--- config.mk ---
export PLATFORM = sky130hd
export DESIGN_NAME = sc_ir_fetch
export DESIGN_NICKNAME = d
export VERILOG_FILES = /design/src/rtl/sc_ir_fetch.sv
export SDC_FILE = /design/constraint.sdc
export NUM_CORES = 1
export LEC_CHECK = 0
export BUFFER_PORTS_ARGS = -buffer_cell sky130_fd_sc_hd__buf_2
export CORE_UTILIZATION = 54
export CTS_BUF_LIST = sky130_fd_sc_hd__clkbuf_8
export DETAILED_ROUTE_END_ITERATION = 12
export PLACE_DENSITY_LB_ADDON = 0.12
export SLEW_MARGIN = 20
export SYNTH_ARGS = -nofsm -noshare
export SYNTH_HDL_FRONTEND = slang
export SYNTH_SLANG_ARGS = --single-unit
--- constraint.sdc ---
create_clock -name SC_IrFetch_CLOCK_50 -period 4.2 [get_ports SC_IrFetch_CLOCK_50]
set_clock_uncertainty 0.05 [all_clocks]
set_input_delay 0.21 -clock SC_IrFetch_CLOCK_50 [delete_from_list [all_inputs] [get_ports SC_IrFetch_CLOCK_50]]
set_output_delay 0.21 -clock SC_IrFetch_CLOCK_50 [all_outputs]
set_load 0.05 [all_outputs]
--- src/rtl/sc_ir_fetch.sv ---
// sc_ir_fetch: instruction fetch sequencer feeding the IR from byte-wide memory
// Reads four big-endian bytes at PC..PC+3, assembles them into one word and
// presents it to the IR for a single LOAD cycle (IRWrite/Done).
// A misaligned PC, or a beat that stalls TIMEOUT_CYCLES cycles, delivers NOP_WORD with Fault.
// Ports:
//   SC_IrFetch_CLOCK_50, SC_IrFetch_Reset_InLow    clock, async active-low reset
//   SC_IrFetch_Start_InHigh, SC_IrFetch_PC_In      fetch request and address
//   SC_IrFetch_MemData_In, SC_IrFetch_MemReady_InHigh   memory byte and its valid flag
//   SC_IrFetch_MemAddr_Out, SC_IrFetch_MemRead_OutHigh  memory byte address and read strobe
//   SC_IrFetch_DataBUS_Out, SC_IrFetch_IRWrite_OutHigh  IR word and IR write pulse
//   SC_IrFetch_Busy_OutHigh, SC_IrFetch_Done_OutHigh, SC_IrFetch_Fault_OutHigh   status
module sc_ir_fetch #(
  parameter int DATAWIDTH_BUS = 32,
  parameter int DATAWIDTH_ADDR = 32,
  parameter int TIMEOUT_CYCLES = 15,
  parameter logic [DATAWIDTH_BUS-1:0] NOP_WORD = 32'h01000000
) (
  input  logic                      SC_IrFetch_CLOCK_50,
  input  logic                      SC_IrFetch_Reset_InLow,
  input  logic                      SC_IrFetch_Start_InHigh,
  input  logic [DATAWIDTH_ADDR-1:0] SC_IrFetch_PC_In,
  input  logic [7:0]                SC_IrFetch_MemData_In,
  input  logic                      SC_IrFetch_MemReady_InHigh,
  output logic [DATAWIDTH_ADDR-1:0] SC_IrFetch_MemAddr_Out,
  output logic                      SC_IrFetch_MemRead_OutHigh,
  output logic [DATAWIDTH_BUS-1:0]  SC_IrFetch_DataBUS_Out,
  output logic                      SC_IrFetch_IRWrite_OutHigh,
  output logic                      SC_IrFetch_Busy_OutHigh,
  output logic                      SC_IrFetch_Done_OutHigh,
  output logic                      SC_IrFetch_Fault_OutHigh
);
  localparam int CW = $clog2(TIMEOUT_CYCLES + 1);
  typedef enum logic [1:0] {IDLE, READ, LOAD} state_t;
  state_t                    r_state, w_state;
  logic [1:0]                r_beat, w_beat;
  logic [CW-1:0]             r_cnt, w_cnt;
  logic [DATAWIDTH_ADDR-1:0] r_pc, w_pc;
  logic [DATAWIDTH_BUS-1:0]  r_shift, w_shift, r_bus, w_bus;
  logic                      r_fault, w_fault;
  always_ff @(posedge SC_IrFetch_CLOCK_50 or negedge SC_IrFetch_Reset_InLow)
    if (!SC_IrFetch_Reset_InLow) begin
      r_state <= IDLE;
      r_beat  <= '0;
      r_cnt   <= '0;
      r_pc    <= '0;
      r_shift <= '0;
      r_bus   <= '0;
      r_fault <= 1'b0;
    end else begin
      r_state <= w_state;
      r_beat  <= w_beat;
      r_cnt   <= w_cnt;
      r_pc    <= w_pc;
      r_shift <= w_shift;
      r_bus   <= w_bus;
      r_fault <= w_fault;
    end
  always_comb begin
    w_state = r_state;
    w_beat  = r_beat;
    w_cnt   = r_cnt;
    w_pc    = r_pc;
    w_shift = r_shift;
    w_bus   = r_bus;
    w_fault = r_fault;
    case (r_state)
      IDLE: if (SC_IrFetch_Start_InHigh) begin
        w_pc   = SC_IrFetch_PC_In;
        w_beat = '0;
        w_cnt  = '0;
        if (SC_IrFetch_PC_In[1:0] == 2'b00) w_state = READ;
        else begin
          w_shift = NOP_WORD;
          w_fault = 1'b1;
          w_state = LOAD;
        end
      end
      READ: if (SC_IrFetch_MemReady_InHigh) begin
        // ready beats the timeout when both happen in the same cycle
        w_shift = {r_shift[DATAWIDTH_BUS-9:0], SC_IrFetch_MemData_In};
        w_cnt   = '0;
        if (r_beat == 2'd3) begin
          w_fault = 1'b0;
          w_state = LOAD;
        end else w_beat = r_beat + 2'd1;
      end else if (r_cnt == CW'(TIMEOUT_CYCLES - 1)) begin
        w_shift = NOP_WORD;
        w_fault = 1'b1;
        w_state = LOAD;
      end else w_cnt = r_cnt + CW'(1);
      LOAD: begin
        w_bus   = r_shift;
        w_state = IDLE;
      end
      default: w_state = IDLE;
    endcase
  end
  // the delivered word is shown straight from the shifter during LOAD, then held
  assign SC_IrFetch_MemAddr_Out     = r_pc + DATAWIDTH_ADDR'(r_beat);
  assign SC_IrFetch_MemRead_OutHigh = r_state == READ;
  assign SC_IrFetch_DataBUS_Out     = r_state == LOAD ? r_shift : r_bus;
  assign SC_IrFetch_IRWrite_OutHigh = r_state == LOAD;
  assign SC_IrFetch_Done_OutHigh    = r_state == LOAD;
  assign SC_IrFetch_Fault_OutHigh   = r_state == LOAD && r_fault;
  assign SC_IrFetch_Busy_OutHigh    = r_state != IDLE;
endmodule

==> results.json, run 1 <==
{
  "row_count": 34,
  "power.leakage_uw": 0.002947,
  "hold_end": "r_pc[8]",
  "r2r_end": "r_bus[8]",
  "die_y_um": 96.35,
  "crit_type": "reg -> out",
  "whs_path_depth": 2,
  "avgSynthCellArea_um2": 10.88,
  "overflow": 0,
  "crit_path_start_kind": "flop",
  "grt_max_degree": 77,
  "finalMaxSlewViolations": 0,
  "ioPinCount": 113,
  "powerDensity_nw_per_um2": 770.8,
  "drt-pass1-iter-count": 4,
  "worst_pin_slew_ns": 1.000,
  "max-cap-violations": 0,
  "portBuffers": 112,
  "reg2reg_from": "r_state[0]",
  "gp_congestion": 0.7567,
  "path_cells": "ha_1, inv_1, fa_1, and4b_1, nand4_4, nor3_1, xor2_1, buf_2",
  "yosys_warnings": 0,
  "arrival_ns": 2.77,
  "wl_um": 9759,
  "synth_seq_cells": 105,
  "drt_iter0_drc": 96,
  "required_ns": 3.94,
  "period_minus_slack_ns": 3.029,
  "final_common_cell": "nand2_1",
  "synth.net_count": 492,
  "post_cts_buffers": 0,
  "cts_max_path_buffers": 2,
  "die_w_um": 96.35,
  "async_reset_ff_share_pct": 100.0,
  "place.detailed.hpwl_um": 6491,
  "crit_slowest_cell": "fa_1",
  "hp-class": "in -> reg",
  "wl_per_cell_um": 14.61,
  "max_stage_delay_ns": 0.42,
  "ff2ff_path_depth": 6,
  "hold_violations": 0,
  "cts_buffers": 9,
  "syn2layout_area_growth_pct": 18.66,
  "syn_inst": 442,
  "finalSetupTns_ns": 0,
  "clock-sinks": 105,
  "worstHoldStart": "SC_IrFetch_PC_In[8]",
  "cts_root_buf": "clkbuf_8",
  "fmax_mhz": 330.2,
  "synthesis.area_um2": 4807,
  "synth_edf_count": 0,
  "synth_cell_type_count": 42,
  "num_antenna_cells": 0,
  "grt_use_total_pct": 22.24,
  "drtAntennaViolNets": 0,
  "cts_tree": "done",
  "drcViolationCount": 0,
  "nets": 605,
  "synth_seq_area_share_pct": 54.66,
  "path_clk_slew_ns": 0.10,
  "via_count": 3543,
  "clkLatencyLatePin_ns": 0.37,
  "grt_first_pass_wirelength_um": 15440,
  "core_area_um2": 8678,
  "status": "finished, final reports clean",
  "r2r_setup_slack_ns": 2.07,
  "grt_pass1_vias": 3285,
  "vdd_drop_max_mv": 0.3790,
  "period_share_pct": 72.12,
  "routed_via_density": 5.304,
  "ys.flop_type": "dfrtp_1",
  "finalSetupViolCount": 0,
  "start_util_pct": 55.39,
  "rsz0062_at_grt": "no",
  "path_max_fanout": 9,
  "drive_gt1_share_pct": 31.07,
  "crit_path_start": "r_beat[0]",
  "htreeDepth": 3,
  "die-area_um2": 9283,
  "antenna_found_initial": 0,
  "slew_headroom_pct": 33.25,
  "final_cell_mix": "nand2_1 (115), buf_2 (111), dfrtp_1 (105)",
  "crit_path_end_kind": "output pin",
  "whs_ns": 0.01578
}
state kept, by name, indices dropped and copies added, names as in the netlist:
register and cells:
r_state 2, r_bus 32, r_beat 2, r_cnt 4, r_shift 32, r_pc 32, r_fault 1
per-stage QoR:
| step | area [um2] | instances | util [%] | power, uW | worst slack [ns] |
|---|---|---|---|---|---|
| floorplan | 4807 | 442 | - | 3318 | 1.422 |
| global placement | 5393 | 642 | 62.14 | 3718 | 1.644 |
| detailed placement | 5393 | 642 | 62.14 | 3769 | 1.566 |
| CTS | 5704 | 668 | 65.73 | 4439 | 1.134 |
| global route | 5704 | 668 | 65.73 | 4661 | 0.9184 |
| finish | 5704 | 668 | 65.73 | 4397 | 1.171 |
layer usage:
layer  track usage [%]  vias to the layer above  part of all wire [%]
met4             7.843                        0                   1.2
met3             4.897                        8                   5.3
met2             37.00                      106                    49
met5                 0                        -                     0
met1             28.77                     1711                    44
li1                  -                     1718                     -
cell usage after synthesis (all sizes together), types with 3 or more instances:
cell	count	area (um2)
nand4	7	73.82
xor2	15	131.4
ha	5	62.56
nor4	4	58.81
mux2	27	304.0
buf	20	131.4
nand3	9	57.56
and4	5	48.80
a22o	32	280.3
o21ai	11	55.05
a21oi	4	20.02
and3	3	18.77
dfrtp	105	2628
nor2	11	41.29
clkbuf	5	18.77
nor3	12	65.06
xnor2	17	148.9
inv	16	60.05
nor3b	3	33.78
nand2	115	431.7
report_power, final:
part           internal, uW  leakage (uW)  total, uW  switching (uW)
clock network           290      0.000111        661             371
logic                   600       0.00146       2160            1560
registers              1300       0.00137       1580             281
total                  2190       0.00295       4400            2210
area by class of cell:
| cell class | count | area (um2) |
|---|---|---|
| Fill cell | 754 | 2974 |
| Timing Repair Buffer | 127 | 700.7 |
| Clock buffer | 9 | 123.9 |
| Clock inverter | 7 | 87.58 |
| Multi-Input combinational cell | 296 | 1969 |
| Sequential cell | 105 | 2628 |
| Tap cell | 108 | 135.1 |
| Inverter | 16 | 60.06 |
critical path: cells and delay by family (launching register included):
family / cells / cell delay (ns)
and+or+nand+nor: 3 / 0.90
adders and majority gates: 2 / 0.61
DFF: 1 / 0.40
buffers and inverters: 2 / 0.33
xor gates and xnor gates: 1 / 0.15
how the worst max path moves through the flow:
stage | to | slack, ns | cells after the start
floorplan | SC_IrFetch_MemAddr_Out[20] | 1.42 | 8
global route | SC_IrFetch_MemAddr_Out[20] | 0.92 | 8
global placement | SC_IrFetch_MemAddr_Out[20] | 1.64 | 8
finish | SC_IrFetch_MemAddr_Out[20] | 1.17 | 8
CTS | SC_IrFetch_MemAddr_Out[20] | 1.13 | 8
detailed placement | SC_IrFetch_MemAddr_Out[20] | 1.57 | 8
what timing repair did:
item                                   CTS  global route
hold buffers                            10             0
endpoints found under the hold margin   84             0
setup endpoints to repair                0             0
resized for setup                        0             0
cells by family (layout without fill, tap and decap cells):
kind of cell / Yosys count / after routing / share of synthesized area (%)
and+or+nand+nor: 177 / 177 / 18.51
DFF: 105 / 105 / 54.66
AOI/OAI and AO/OA: 54 / 54 / 8.589
buffers and inverters: 41 / 159 / 4.372
xor gates and xnor gates: 32 / 32 / 5.830
muxes: 27 / 27 / 6.325
adders and majority gates: 6 / 6 / 1.718
Power figures use the tool's default switching activity.
==> inputs of run 2 (changes only) <==
--- a/config.mk
+++ b/config.mk
@@ -6,7 +6,7 @@
 export NUM_CORES = 1
 export LEC_CHECK = 0
 export BUFFER_PORTS_ARGS = -buffer_cell sky130_fd_sc_hd__buf_2
-export CORE_UTILIZATION = 54
+export CORE_UTILIZATION = 50
 export CTS_BUF_LIST = sky130_fd_sc_hd__clkbuf_8
 export DETAILED_ROUTE_END_ITERATION = 12
 export PLACE_DENSITY_LB_ADDON = 0.12
==> constraint.sdc (replaced) <==
create_clock -name SC_IrFetch_CLOCK_50 -period 2.6 [get_ports SC_IrFetch_CLOCK_50]
set_clock_uncertainty 0.05 [all_clocks]
set_input_delay 0.13 -clock SC_IrFetch_CLOCK_50 [delete_from_list [all_inputs] [get_ports SC_IrFetch_CLOCK_50]]
set_output_delay 0.13 -clock SC_IrFetch_CLOCK_50 [all_outputs]
set_load 0.05 [all_outputs]
==> results.json, run 2 (synthesis results as in run 1) <==
{
  "vdd_drop_max_mv": 0.7729,
  "required_ns": 2.42,
  "regArea_um2": 2628,
  "worst_pin_slew_ns": 0.6551,
  "drtAntennaViolNets": 0,
  "period_minus_slack_ns": 2.682,
  "multi_input_area_um2": 2116,
  "setup_slack_ns": -0.08241,
  "grt_first_pass_wirelength_um": 16910,
  "max_stage_delay_ns": 0.38,
  "design_area_um2": 6377,
  "routed_via_density": 5.070,
  "die-area_um2": 10010,
  "rsz0062_at_grt": "yes",
  "drt-pass1-iter-count": 4,
  "power.leakage_uw": 0.003242,
  "place.detailed.hpwl_um": 6696,
  "die_w_um": 100.1,
  "violations": "negative setup slack",
  "seqPwrFrac_pct": 35.0,
  "path_clk_slew_ns": 0.11,
  "cts_buffers": 9,
  "num_antenna_cells": 0,
  "ioPinCount": 113,
  "p_int_uw": 3670,
  "drive_gt1_share_pct": 33.77,
  "powerDensity_nw_per_um2": 1154,
  "crit_path_start_kind": "flop",
  "final_common_cell": "nand2_1",
  "fmax_mhz": 372.8,
  "period_share_pct": 103.2,
  "row_count": 35,
  "final_cell_mix": "nand2_1 (115), dfrtp_1 (105), buf_2 (96)",
  "gp_congestion": 0.7875,
  "grt_use_total_pct": 21.77,
  "antenna_found_initial": 0,
  "htreeDepth": 3,
  "status": "finished with violations",
  "p_comb_share_pct": 51.5,
  "crit_family": "simple AND/OR/NAND/NOR gates",
  "nets": 649,
  "cts_max_path_buffers": 2,
  "drt_iter0_drc": 180,
  "finalPower_uw": 7358,
  "wl_per_cell_um": 14.24,
  "nFillCells": 719,
  "via_count": 3716,
  "start_util_pct": 51.78,
  "path_cells": "ha_2, inv_2, fa_2, and4b_2, nand4_4, buf_12, nor4_4, xor2_2, buf_6",
  "switching_share_pct": 50.13,
  "top_regs": "r_bus x32, r_pc x32, r_shift x32",
  "drcViolationCount": 0,
  "hp-class": "in -> reg",
  "finalSetupTns_ns": -0.4347,
  "overflow": 0,
  "place_area_um2": 5522,
  "grt_max_degree": 53,
  "crit_type": "reg -> out",
  "core_area_um2": 9284,
  "max-cap-violations": 0,
  "p_switching_uw": 3688,
  "slew_headroom_pct": 56.33,
  "finalMaxSlewViolations": 0,
  "cts_tree": "done",
  "syn2layout_area_growth_pct": 32.67,
  "hold_violations": 0,
  "wl_um": 10440,
  "path_buf_inv": 3,
  "grt_pass1_vias": 3606,
  "portBuffers": 112,
  "path_max_fanout": 4,
  "cts_root_buf": "clkbuf_8",
  "clock-sinks": 105,
  "finalSetupViolCount": 9,
  "crit_path_end_kind": "output pin",
  "crit_slowest_cell": "dfrtp_1",
  "p_clk_share_pct": 13.4,
  "arrival_ns": 2.50,
  "clkLatencyLatePin_ns": 0.36,
  "die_y_um": 100.1
}
[run 2: cell types whose count changed in the layout (fill, tap and decap cells not counted), moves of 3 or more]
cell           delta
xor2_2            +8
buf_4            +12
dlygate4sd3_1    +32
buf_2            -15
nor3_1            -3
xor2_1            -8
buf_6            +10
nor3_4            +4
[run 2: power by group through the flow]
| stage | sequential, uW | clock [uW] | combinational, uW |
|---|---|---|---|
| after floorplan | 2460 | 0 | 2950 |
| after global placement | 2580 | 0 | 3510 |
| after detailed placement | 2600 | 0 | 3560 |
| after CTS | 2570 | 1030 | 3780 |
| after global routing | 2650 | 1080 | 4020 |
| final | 2580 | 987 | 3790 |
[run 2: final cells by class]
| cell class | count | share of cell area, % |
|---|---|---|
| flip-flops and latches | 105 | 41.20 |
| clock buffers | 9 | 1.942 |
| inverters | 16 | 0.9417 |
| well taps | 129 | 2.531 |
| repair buffers | 170 | 18.87 |
| multi-input cells | 297 | 33.18 |
| clock inverters | 7 | 1.334 |
[run 2: worst register-to-register path, delay by kind of cell (launching register included)]
family | cells | cell delay [ns]
buffers and inverters | 2 | 0.35
flip-flops | 1 | 0.41
AO/OA/AOI/OAI | 2 | 0.63
AND/OR/NAND/NOR | 1 | 0.14
adder cells (fa/ha/maj) | 1 | 0.18
[run 2: path summary, 6_finish.rpt]
kind	start	end	slack, ns	cells after the start
max	r_beat[0]	SC_IrFetch_MemAddr_Out[26]	-0.08	9
min	SC_IrFetch_MemReady_InHigh	r_state[0]	0.07	4
max reg2reg	r_cnt[0]	r_shift[30]	0.72	6
min reg2reg	r_bus[20]	r_bus[20]	0.43	2
max in group asynchronous	SC_IrFetch_Reset_InLow	r_pc[19]	1.31	3
min in group asynchronous	SC_IrFetch_Reset_InLow	r_pc[15]	0.30	2
[run 2: layer usage]
layer	vias up	GRT usage, %	wire length, um
met2	119	36.13	5073
li1	1808	-	-
met4	0	7.023	135
met3	14	5.292	529
met5	-	0	0
met1	1775	28.38	4697
[run 2: what timing repair did]
item,in CTS,in global routing
pin swaps,10,3
buffers inserted,5,2
endpoints found under the setup margin,11,16
cloned,1,0
hold buffers,42,0
resized for setup,37,5
endpoints found under the hold margin,90,0
[run 2: metrics by stage]
step                      setup slack [ns]  cells  utilization [%]  hold WS (ns)
after floorplan                    0.09011    442                -       -0.2156
after CTS                          -0.1281    731            68.41       0.05113
after detailed placement         -0.004454    667            59.47        0.1555
after global routing               -0.2223    733            68.69       0.08171
after global placement             0.07616    667            59.47        0.1454
final                             -0.08241    733            68.69       0.07205
==> inputs of run 3 (changes only) <==
--- a/config.mk
+++ b/config.mk
@@ -10,6 +10,8 @@
 export CTS_BUF_LIST = sky130_fd_sc_hd__clkbuf_8
 export DETAILED_ROUTE_END_ITERATION = 12
 export PLACE_DENSITY_LB_ADDON = 0.12
+export REMOVE_ABC_BUFFERS = 1
+export SETUP_SLACK_MARGIN = 0.05
 export SLEW_MARGIN = 20
 export SYNTH_ARGS = -nofsm -noshare
 export SYNTH_HDL_FRONTEND = slang
==> results.json, run 3 (synthesis results as in run 1) <==
{
  "status": "finished with violations",
  "violations": "negative setup slack",
  "path_clk_slew_ns": 0.10,
  "syn2layout_area_growth_pct": 31.36,
  "vdd_drop_max_mv": 0.7724,
  "top_regs": "r_bus x32, r_pc x32, r_shift x32",
  "portBuffers": 112,
  "grt_max_degree": 63,
  "routed_via_density": 5.143,
  "reg2reg_from": "r_cnt[0]",
  "max-cap-violations": 0,
  "drtAntennaViolNets": 0,
  "finalMaxSlewViolations": 0,
  "hp-class": "in -> reg",
  "cts_tree": "done",
  "rsz0062_at_grt": "yes",
  "final_common_cell": "nand2_1",
  "row_count": 35,
  "crit_path_end_kind": "output pin",
  "htreeDepth": 3,
  "slew_headroom_pct": 61.38,
  "gp_congestion": 0.8294,
  "crit_path_start_kind": "flop",
  "grt_use_total_pct": 21.67,
  "powerDensity_nw_per_um2": 1163,
  "finalPower_uw": 7345,
  "clkLatencyLatePin_ns": 0.36,
  "finalSetupViolCount": 9,
  "worst_pin_slew_ns": 0.5793,
  "die_w_um": 100.1,
  "antenna_found_initial": 0,
  "period_share_pct": 108.0,
  "post-route-util_pct": 68.02,
  "wl_um": 10420,
  "hold_violations": 0,
  "ff2ff_path_depth": 7,
  "core_area_um2": 9284,
  "ioPinCount": 113,
  "setup_slack_ns": -0.2080,
  "die-area_um2": 10010,
  "drcViolationCount": 0,
  "worstHoldStart": "SC_IrFetch_MemReady_InHigh",
  "hold_end": "r_state[0]",
  "whs_path_depth": 4,
  "cts_root_buf": "clkbuf_8",
  "cts_buffers": 9,
  "r2r_setup_slack_ns": 0.77,
  "period_minus_slack_ns": 2.808,
  "final_cell_mix": "nand2_1 (115), dfrtp_1 (105), buf_2 (96)",
  "grt_pass1_vias": 3590,
  "arrival_ns": 2.63,
  "place.detailed.hpwl_um": 6404,
  "nets": 652,
  "path_max_fanout": 4,
  "start_util_pct": 51.78,
  "die_y_um": 100.1,
  "grt_first_pass_wirelength_um": 16960,
  "required_ns": 2.42,
  "via_count": 3785,
  "power.leakage_uw": 0.003213,
  "fmax_mhz": 356.1,
  "overflow": 0,
  "wl_per_cell_um": 14.16,
  "r2r_end": "r_fault",
  "cts_max_path_buffers": 2,
  "whs_ns": 0.07832,
  "crit_type": "reg -> out",
  "drive_gt1_share_pct": 32.62,
  "drt-pass1-iter-count": 5,
  "num_antenna_cells": 0,
  "drt_iter0_drc": 176,
  "clock-sinks": 105,
  "nFillCells": 748
}
-- run 3: what timing repair did --
item                                    4_1_cts  5_1_grt
gates resized for setup                      23        9
pin swaps                                     9        5
endpoints found under the setup margin       13       18
setup buffers                                 6        6
endpoints found under the hold margin        84        0
gates cloned                                  1        0
hold buffers                                 42        0
-- run 3: how the worst max path moves through the flow --
stage	start	endpoint	slack, ns	cells past startpoint
2_1_floorplan	r_state[0]	SC_IrFetch_Fault_OutHigh	-0.38	4
3_3_place_gp	r_beat[0]	SC_IrFetch_MemAddr_Out[22]	0.14	8
3_5_place_dp	r_beat[0]	SC_IrFetch_MemAddr_Out[24]	0.03	8
4_1_cts	r_beat[0]	SC_IrFetch_MemAddr_Out[26]	-0.15	8
5_1_grt	r_beat[0]	SC_IrFetch_MemAddr_Out[20]	-0.34	9
6_report	r_beat[0]	SC_IrFetch_MemAddr_Out[20]	-0.21	9
-- run 3: cell type report --
| cell class | instances | area (um2) | share of cell area, % |
|---|---|---|---|
| inverter | 16 | 60.06 | 0.9511 |
| clock buffer | 9 | 123.9 | 1.962 |
| timing repair buffer | 173 | 1209 | 19.14 |
| tap | 129 | 161.4 | 2.556 |
| sequential | 105 | 2628 | 41.61 |
| multi-input combinational | 297 | 2047 | 32.42 |
| clock inverter | 7 | 86.33 | 1.367 |
-- run 3: layer usage --
| layer | share of wire [%] | global-route usage [%] | vias up | routed length, um |
|---|---|---|---|---|
| met1 | 47 | 29.96 | 1847 | 4884 |
| met5 | 0 | 0 | - | 0 |
| met3 | 4.0 | 5.223 | 17 | 416 |
| met2 | 47 | 33.90 | 98 | 4943 |
| met4 | 1.7 | 7.135 | 0 | 176 |
| li1 | - | - | 1823 | - |
-- run 3: per-stage QoR --
step                std cells  setup TNS, ns  area, um2  setup slack [ns]
floorplan                 417         -22.16       4657           -0.3764
global placement          665              0       5459            0.1373
detailed placement        665              0       5459           0.02763
CTS                       730         -1.169       6230           -0.1543
global route              736         -2.756       6315           -0.3418
finish                    736         -1.144       6315           -0.2080
-- run 3: worst max-delay path: stages, from the launching register on --
cell	delay, ns
dfrtp_1	0.38
ha_2	0.20
inv_2	0.04
fa_2	0.33
and4b_2	0.34
buf_6	0.13
nand4_4	0.13
nor3_4	0.25
xor2_1	0.22
buf_4	0.24
-- run 3: where the power goes --
part	internal, uW	total (uW)	switching, uW
clock network	536	1060	527
registers	2100	2560	462
logic	1130	3720	2590
